===== src/rtl/rifl_tx_pkg.sv =====
// Shared TX helpers: keep-word counting and counter sizing, used by the gearbox and frame builder.
package rifl_tx_pkg;

  localparam int unsigned MaxRatio = 64;

  typedef logic [$clog2(MaxRatio + 1) - 1:0] word_cnt_t;

  // Width of a counter that must hold the values 0..ratio inclusive.
  function automatic int unsigned word_cnt_width(input int unsigned ratio);
    return $clog2(ratio + 1);
  endfunction

  function automatic word_cnt_t popcount(input logic [MaxRatio-1:0] vec);
    word_cnt_t cnt;
    cnt = '0;
    for (int i = 0; i < int'(MaxRatio); i++) begin
      cnt = cnt + word_cnt_t'(vec[i]);
    end
    return cnt;
  endfunction

endpackage


===== src/rtl/tx_dwidth_gearbox.sv =====
// TX downsizing gearbox: splits each wide beat into RATIO narrow words, MSB word first,
// with valid/ready on both sides and per-word keep.
module tx_dwidth_gearbox
  import rifl_tx_pkg::*;
#(
  parameter int unsigned DWIDTH_IN  = 256,
  parameter int unsigned DWIDTH_OUT = 64,
  localparam int unsigned RATIO     = DWIDTH_IN / DWIDTH_OUT
) (
  input  logic                  clk,
  input  logic                  rst_n,
  input  logic [DWIDTH_IN-1:0]  s_tdata,
  input  logic [RATIO-1:0]      s_tkeep,
  input  logic                  s_tlast,
  input  logic                  s_tvalid,
  output logic                  s_tready,
  output logic [DWIDTH_OUT-1:0] m_tdata,
  output logic                  m_tvalid,
  input  logic                  m_tready,
  output logic                  m_tsof,
  output logic                  m_tlast,
  output logic                  keep_err
);

  localparam int unsigned CntW = word_cnt_width(RATIO);

  if (DWIDTH_IN % DWIDTH_OUT != 0) begin : g_bad_ratio
    $error("tx_dwidth_gearbox: DWIDTH_IN must be a multiple of DWIDTH_OUT");
  end
  if (RATIO > MaxRatio) begin : g_bad_max
    $error("tx_dwidth_gearbox: RATIO exceeds rifl_tx_pkg::MaxRatio");
  end

  logic [DWIDTH_IN-1:0] data_q, data_d;
  logic [CntW-1:0]      rem_q, rem_d;
  logic                 last_q, last_d;
  logic                 first_q, first_d;
  logic                 keep_err_q, keep_err_d;

  word_cnt_t keep_cnt;
  logic      keep_ok;
  logic      accept;
  logic      word_hs;

  // A kept-word pattern is legal only as a solid run of ones starting at the MSB.
  always_comb begin
    keep_cnt = popcount(MaxRatio'(s_tkeep));
    keep_ok  = 1'b1;
    for (int i = 0; i < int'(RATIO); i++) begin
      if (s_tkeep[i] != (i >= int'(RATIO) - int'(keep_cnt))) begin
        keep_ok = 1'b0;
      end
    end
  end

  // Final word handshaking frees the register in the same cycle, so reload has no bubble.
  assign s_tready = (rem_q == '0) || ((rem_q == CntW'(1)) && m_tready);
  assign accept   = s_tvalid && s_tready;
  assign word_hs  = m_tvalid && m_tready;

  always_comb begin
    data_d     = data_q;
    rem_d      = rem_q;
    last_d     = last_q;
    first_d    = first_q;
    keep_err_d = 1'b0;
    if (accept) begin
      data_d     = s_tdata;
      rem_d      = CntW'(keep_cnt);
      last_d     = s_tlast;
      first_d    = 1'b1;
      keep_err_d = (keep_cnt == '0) || !keep_ok;
    end else if (word_hs) begin
      data_d  = data_q << DWIDTH_OUT;
      rem_d   = rem_q - CntW'(1);
      first_d = 1'b0;
    end
  end

  always_ff @(posedge clk or negedge rst_n) begin
    if (!rst_n) begin
      data_q     <= '0;
      rem_q      <= '0;
      last_q     <= 1'b0;
      first_q    <= 1'b0;
      keep_err_q <= 1'b0;
    end else begin
      data_q     <= data_d;
      rem_q      <= rem_d;
      last_q     <= last_d;
      first_q    <= first_d;
      keep_err_q <= keep_err_d;
    end
  end

  assign m_tvalid = (rem_q != '0);
  assign m_tdata  = data_q[DWIDTH_IN-1 -: DWIDTH_OUT];
  assign m_tsof   = first_q;
  assign m_tlast  = last_q && (rem_q == CntW'(1));
  assign keep_err = keep_err_q;

endmodule


===== config.mk =====
export PLATFORM = sky130hd
export DESIGN_NAME = tx_dwidth_gearbox
export DESIGN_NICKNAME = d
export VERILOG_FILES = /design/src/rtl/rifl_tx_pkg.sv /design/src/rtl/tx_dwidth_gearbox.sv
export SDC_FILE = /design/constraint.sdc
export NUM_CORES = 1
export LEC_CHECK = 0
export ABC_CLOCK_PERIOD_IN_PS = 2200
export CAP_MARGIN = 20
export CORE_MARGIN = 3
export CORE_UTILIZATION = 41
export DETAILED_ROUTE_END_ITERATION = 6
export GPL_TIMING_DRIVEN = 0
export PLACE_DENSITY = 0.69
export SYNTH_ARGS = -nofsm -noshare
export SYNTH_HDL_FRONTEND = slang
export SYNTH_SLANG_ARGS = --single-unit

===== constraint.sdc =====
create_clock -name clk -period 2.2 [get_ports clk]
set_clock_uncertainty 0.2 [all_clocks]
set_input_delay 0.44 -clock clk [delete_from_list [all_inputs] [get_ports clk]]
set_output_delay 0.44 -clock clk [all_outputs]
set_load 0.01 [all_outputs]

==> results.sh, run 1 <==
export IMPL_cp_cell_sequence="buf_4, fa_2, ha_4, ha_4, or2_4, inv_2, ha_4, nor4bb_1, a211o_1, xor2_1, o41a_1"
export IMPL_netlist_instances=1096
export IMPL_placed_area_um2=16600
export IMPL_ant_nets=0
export IMPL_hp_class="input port to flop"
export IMPL_row_count=63
export IMPL_stdcell_count=1891
export IMPL_endpoint_kind="flop"
export IMPL_cts_tree="yes"
export IMPL_mostFrequentLayoutCells="281 x clkdlybuf4s50_1, 262 x dfrtp_1, 196 x nand2_1"
export IMPL_synth_area_um2=12700
export IMPL_clock_fmax_mhz=369
export IMPL_worstPathBufferInverterCount=2
export IMPL_overflow=0
export IMPL_netlist_area_leader_share=0.517
export IMPL_status="complete, but fails checks"
export IMPL_dp_hpwl_mm=26.8
export IMPL_critPathKind="input port to flop"
export IMPL_avgViaCountPerCell=4.95
export IMPL_p_leak_nw=8.18
export IMPL_yosysSeqAreaShare=0.517
export IMPL_violations="setup timing"
export IMPL_synth_seq_cells=262
export IMPL_min_period_over_period=1.23
export IMPL_finalWeightedCongestion=0.832
export IMPL_drv_slew=0
export IMPL_wl_per_cell_um=19.4
export IMPL_core_um2=30000
export IMPL_cpPeakStageDelay_ns=0.62
export IMPL_cpMaxStageDelayCell="fa_2"
export IMPL_final_common_cell="clkdlybuf4s50_1"
export IMPL_routed_wl_mm=36.6
export IMPL_drive_gt1_frac=0.225
export IMPL_io_pins=334
export IMPL_fin_nets=1756
export IMPL_yosys_area_top_type="dfrtp_1"
export IMPL_dp_slack_ns=-1.53
export IMPL_start_util=0.422
export IMPL_power_per_cell_area_nw_per_um2=1240
export IMPL_drt_iter0_drc=477
export IMPL_portBuffers=333
export IMPL_cts_buffers=28
export IMPL_drc=0
export IMPL_grt_pass1_wl_mm=55.3
export IMPL_syn2layout_area_growth_pct=42.9
export IMPL_cts_sinks=262
export IMPL_hold_worst_slack_ns=0.122
export IMPL_synth_area_leaders="dfrtp_1 52%, mux2i_1 15%, o21ai_2 6.9%"
export IMPL_die_x_um=182
export IMPL_yosys_warnings=0
export IMPL_synth_nets=1372
export IMPL_dieArea_um2=33100
export IMPL_antenna_found_initial=1
export IMPL_setup_violations=1
export IMPL_avgSynthCellArea_um2=11.6
export IMPL_place_inst=1821
export IMPL_grt_pass1_vias=9788
export IMPL_tightest_slew_ns=0.573
export IMPL_ys_types=37
export IMPL_cp_max_fo=3
export IMPL_power_mw=22.5
export IMPL_cts_htree_levels=1
export IMPL_rsz0062_at_grt="yes"
export IMPL_required_ns=2.41
export IMPL_root_buffer="clkbuf_16"
export IMPL_clkTransAtPathRegs_ns=0.06
export IMPL_fin_ws_ns=-0.507
export IMPL_die_h_um=182
export IMPL_maxSlewHeadroom=0.618
export IMPL_cp_start_kind="input port"
export IMPL_cap_violations=0
export IMPL_hold_violations=0
export IMPL_crit_top_cell="ha_4"
export IMPL_irDropWorstVdd_mv=0.595
export IMPL_crit_arrival_ns=2.92
export IMPL_critPathTopFamily="adder cells"
export IMPL_via_count=9351
export IMPL_insertion_delay_ns=0.54
export IMPL_min_period_ns=2.71
export IMPL_post_route_cell_area_um2=18100
export IMPL_drtPass1Iterations=5
export IMPL_track_usage=0.211
export IMPL_clk_path_buf_depth=3
export IMPL_grt_max_degree=116
cells in the mapped netlist:
master / count
nor3b_2: 1
o21ai_2: 100
a31oi_1: 1
nor2_1: 3
nor2b_1: 2
buf_12: 11
or3_1: 1
mux2i_2: 1
buf_6: 14
and3_1: 1
clkbuf_4: 1
nand2b_4: 1
fa_1: 1
buf_4: 81
mux2_1: 1
nor3_1: 1
mux2i_1: 194
buf_8: 1
a22o_1: 64
o21ai_1: 94
buf_2: 33
inv_1: 7
nor4bb_1: 1
dfrtp_1: 262
xnor2_1: 1
nand2_1: 196
xor2_1: 2
clkbuf_1: 2
a21oi_1: 1
o41a_1: 1
or2_2: 1
nand3b_1: 1
o21ai_0: 1
a21o_1: 1
ha_1: 10
a211o_1: 1
a211oi_1: 1
layout make-up:
type / count / area (µm²)
Antenna cell: 1 / 2.50
Buffer: 141 / 1380
Clock buffer: 39 / 803
Clock inverter: 11 / 130
Fill cell: 2468 / 11900
Inverter: 7 / 26.3
Multi-Input combinational cell: 684 / 5060
Sequential cell: 262 / 6560
Tap cell: 390 / 488
Timing Repair Buffer: 356 / 3680
flip-flops by register name, indices dropped and copies added, names as in the netlist:
name	flops
keep_err	1
rem_q	3
data_q	256
last_q	1
m_tsof	1
layer usage:
layer,up-vias,GRT usage,part of all wire
li1,4539,-,-
met1,4502,0.278,0.43
met2,252,0.352,0.48
met3,58,0.0475,0.062
met4,0,0.0576,0.027
met5,-,0,0
power breakdown:
group          switching (mW)  leakage (nW)  internal, mW
sequential               1.06          3.47          6.77
combinational            4.67          4.24          5.24
clock                    1.91         0.467          2.88
path summary, 6_finish.rpt:
| kind | startpoint | to | slack, ns | cells after the start |
|---|---|---|---|---|
| setup / recovery | s_tkeep[3] | keep_err | -0.51 | 11 |
| hold / removal | s_tkeep[3] | keep_err | 0.12 | 3 |
| setup reg to reg | rem_q[1] | data_q[143] | 0.03 | 10 |
| hold reg to reg | data_q[66] | data_q[66] | 0.27 | 2 |
| max in group asynchronous | rst_n | data_q[2] | 0.44 | 4 |
| min in group asynchronous | rst_n | data_q[201] | 0.21 | 2 |
cells by family (layout without fill, tap and decap cells):
logic type,Yosys count,count (layout),share of synthesized area
DFF,262,262,0.517
buffers and inverters,150,554,0.0952
and+or+nand+nor,209,209,0.0652
adders and majority gates,11,11,0.0114
AOI/OAI and AO/OA,265,265,0.154
xor gates and xnor gates,3,3,0.00207
other,0,1,0
muxes,196,196,0.155
through the flow:
stage	utilization	setup TNS, ns
final	0.604	-0.507
after floorplan	-	-0.895
after global routing	0.604	-0.659
after global placement	0.551	-2939.21
after CTS	0.591	-0.638
after detailed placement	0.553	-90.47
worst min-delay path, delay by kind of cell:
| family | cells | cell delay, ns |
|---|---|---|
| buf+inv | 1 | 0.10 |
| compound gates | 1 | 0.14 |
| xor+xnor | 1 | 0.13 |
what timing repair did:
action,CTS,global route
hold buffers,1,0
setup buffers,9,6
gates resized for setup,91,76
endpoints found under the hold margin,45,0
pin swaps,5,5
gates cloned,1,4
setup endpoints to repair,279,303
Power figures use the tool's default switching activity.
==> run 2, diff against run 1 <==
--- a/config.mk
+++ b/config.mk
@@ -12,6 +12,7 @@
 export DETAILED_ROUTE_END_ITERATION = 6
 export GPL_TIMING_DRIVEN = 0
 export PLACE_DENSITY = 0.69
+export RECOVER_POWER = 100
 export SYNTH_ARGS = -nofsm -noshare
 export SYNTH_HDL_FRONTEND = slang
 export SYNTH_SLANG_ARGS = --single-unit
==> run 2 against run 1 <==
Against the previous run: worst hold slack better by 0.0015 ns; setup slack worse by 0.0016 ns; sequential share of layout area up 0.24 points; via count up 0.16%; critical endpoint unchanged; core utilization down 0.40 points; the run still ends with setup timing left; fmax about the same; first-iteration DRC count down 0.42%; largest power group unchanged; power down 0.38%; global-route usage unchanged.
==> results.sh, run 2 (synthesis gave the netlist of run 1 again) <==
export IMPL_post_route_cell_area_um2=18000
export IMPL_largest_register="data_q"
export IMPL_placed_area_um2=16600
export IMPL_reg2reg_from="rem_q[0]"
export IMPL_grt_pass1_wl_mm=55.3
export IMPL_track_usage=0.211
export IMPL_routed_wl_met2_mm=17.6
export IMPL_drc=0
export IMPL_critPathKind="input port to flop"
export IMPL_fin_nets=1756
export IMPL_min_period_ns=2.71
export IMPL_utilization=0.600
export IMPL_insertion_delay_ns=0.54
export IMPL_endpoint_kind="flop"
export IMPL_largest_reg_flops=256
export IMPL_holdPathEnd="keep_err"
export IMPL_power_per_cell_area_nw_per_um2=1250
export IMPL_setup_violations=237
export IMPL_dp_hpwl_mm=26.8
export IMPL_hold_start="s_tkeep[3]"
export IMPL_ant_nets=0
export IMPL_portBuffers=333
export IMPL_root_buffer="clkbuf_16"
export IMPL_p_switching_mw=7.64
export IMPL_cts_tree="yes"
export IMPL_p_leak_nw=7.76
export IMPL_antenna_found_initial=1
export IMPL_maxSlewHeadroom=0.224
export IMPL_wl_met1_mm=15.9
export IMPL_drv_slew=0
export IMPL_status="complete, but fails checks"
export IMPL_cts_buffers=28
export IMPL_overflow=0
export IMPL_required_ns=2.41
export IMPL_p_seq_frac=0.348
export IMPL_die_x_um=182
export IMPL_mostFrequentLayoutCells="280 x clkdlybuf4s50_1, 262 x dfrtp_1, 196 x nand2_1"
export IMPL_rrSetupSlack_ns=-0.17
export IMPL_tightest_slew_ns=1.16
export IMPL_routed_wl_mm=36.7
export IMPL_rr_worst_depth=10
export IMPL_p_sw_frac=0.340
export IMPL_met3_length_mm=2.30
export IMPL_row_count=63
export IMPL_fin_tns_setup_ns=-19.55
export IMPL_hp_class="input port to flop"
export IMPL_worst_hold_path_num_cells=3
export IMPL_fin_ws_ns=-0.509
export IMPL_p_int_mw=14.8
export IMPL_min_period_over_period=1.23
export IMPL_cp_max_fo=3
export IMPL_core_um2=30000
export IMPL_via_count=9366
export IMPL_power_share_clock=0.214
export IMPL_combPwrFrac=0.438
export IMPL_hold_worst_slack_ns=0.124
export IMPL_io_pins=334
export IMPL_finalWeightedCongestion=0.832
export IMPL_violations="setup timing"
export IMPL_clock_fmax_mhz=369
export IMPL_start_util=0.422
export IMPL_drt_iter0_drc=475
export IMPL_avgViaCountPerCell=4.95
export IMPL_drive_gt1_frac=0.225
export IMPL_multiInputGateArea_um2=5050
export IMPL_highest_layer="met4"
export IMPL_grt_pass1_vias=9788
export IMPL_cp_start_kind="input port"
export IMPL_rsz0062_at_grt="yes"
export IMPL_die_h_um=182
export IMPL_r2r_end="data_q[146]"
export IMPL_crit_arrival_ns=2.92
export IMPL_drtPass1Iterations=5
export IMPL_register_area_um2=6560
export IMPL_cap_violations=0
export IMPL_wl_per_cell_um=19.4
export IMPL_grt_max_degree=116
export IMPL_irDropWorstVdd_mv=0.594
export IMPL_hold_violations=0
export IMPL_reg_largest_list="data_q x256, rem_q x3"
export IMPL_clkTransAtPathRegs_ns=0.06
export IMPL_final_common_cell="clkdlybuf4s50_1"
export IMPL_cts_sinks=262
export IMPL_cts_htree_levels=1
export IMPL_clk_path_buf_depth=3
export IMPL_fillCellCount=2498
export IMPL_dieArea_um2=33100
export IMPL_syn2layout_area_growth_pct=42.0
[run 2: through the flow]
stage,total power [mW],setup slack (ns),std cells
global placement,17.1,-10.93,1819
detailed placement,17.3,-1.53,1821
global route,23.8,-0.548,1891
finish,22.4,-0.509,1891
CTS,22.4,-0.566,1882
floorplan,13.9,-0.895,1096
[run 2: how the worst max path moves through the flow]
stage | from | slack (ns) | to | cells past startpoint
final | s_tkeep[3] | -0.51 | keep_err | 11
after global routing | s_tkeep[3] | -0.55 | keep_err | 11
after CTS | s_tkeep[0] | -0.57 | keep_err | 11
after detailed placement | s_tkeep[3] | -1.53 | keep_err | 11
after global placement | rst_n | -10.93 | data_q[38] | 1
after floorplan | s_tkeep[3] | -0.90 | keep_err | 10
[run 2: cell type report]
class | count | share of cell area
clock inverters | 11 | 0.00722
well taps | 390 | 0.0271
inverters | 7 | 0.00146
plain buffers | 141 | 0.0749
multi-input cells | 684 | 0.281
flip-flops and latches | 262 | 0.364
clock buffers | 39 | 0.0446
diodes | 1 | 0.000139
repair buffers | 356 | 0.200
[run 2: worst max-delay path, cell delays in order]
cell and delay [ns]:
buf_4 0.13, fa_2 0.62, ha_4 0.16, ha_4 0.19, or2_4 0.23, inv_2 0.07
ha_4 0.19, nor4bb_1 0.12, a211o_1 0.26, xor2_1 0.14, o41a_1 0.36
[run 2: power groups by stage]
stage | clock network (mW) | registers [mW] | logic [mW]
CTS | 4.89 | 7.81 | 9.71
finish | 4.80 | 7.82 | 9.82
floorplan | 0 | 7.58 | 6.35
global placement | 0 | 7.83 | 9.27
global route | 5.08 | 8.06 | 10.7
detailed placement | 0 | 7.89 | 9.46
[run 2: repair_timing]
item | in CTS | in global routing
resized for setup | 91 | 76
buffers inserted | 9 | 6
endpoints found under the hold margin | 45 | 0
hold buffers | 1 | 0
pin swaps | 5 | 5
cloned | 1 | 4
endpoints found under the setup margin | 279 | 303
[run 2: layer usage]
layer  track usage  vias to the layer above
met3        0.0475                       56
met1         0.278                     4499
met5             0                        -
li1              -                     4542
met2         0.352                      269
met4        0.0576                        0
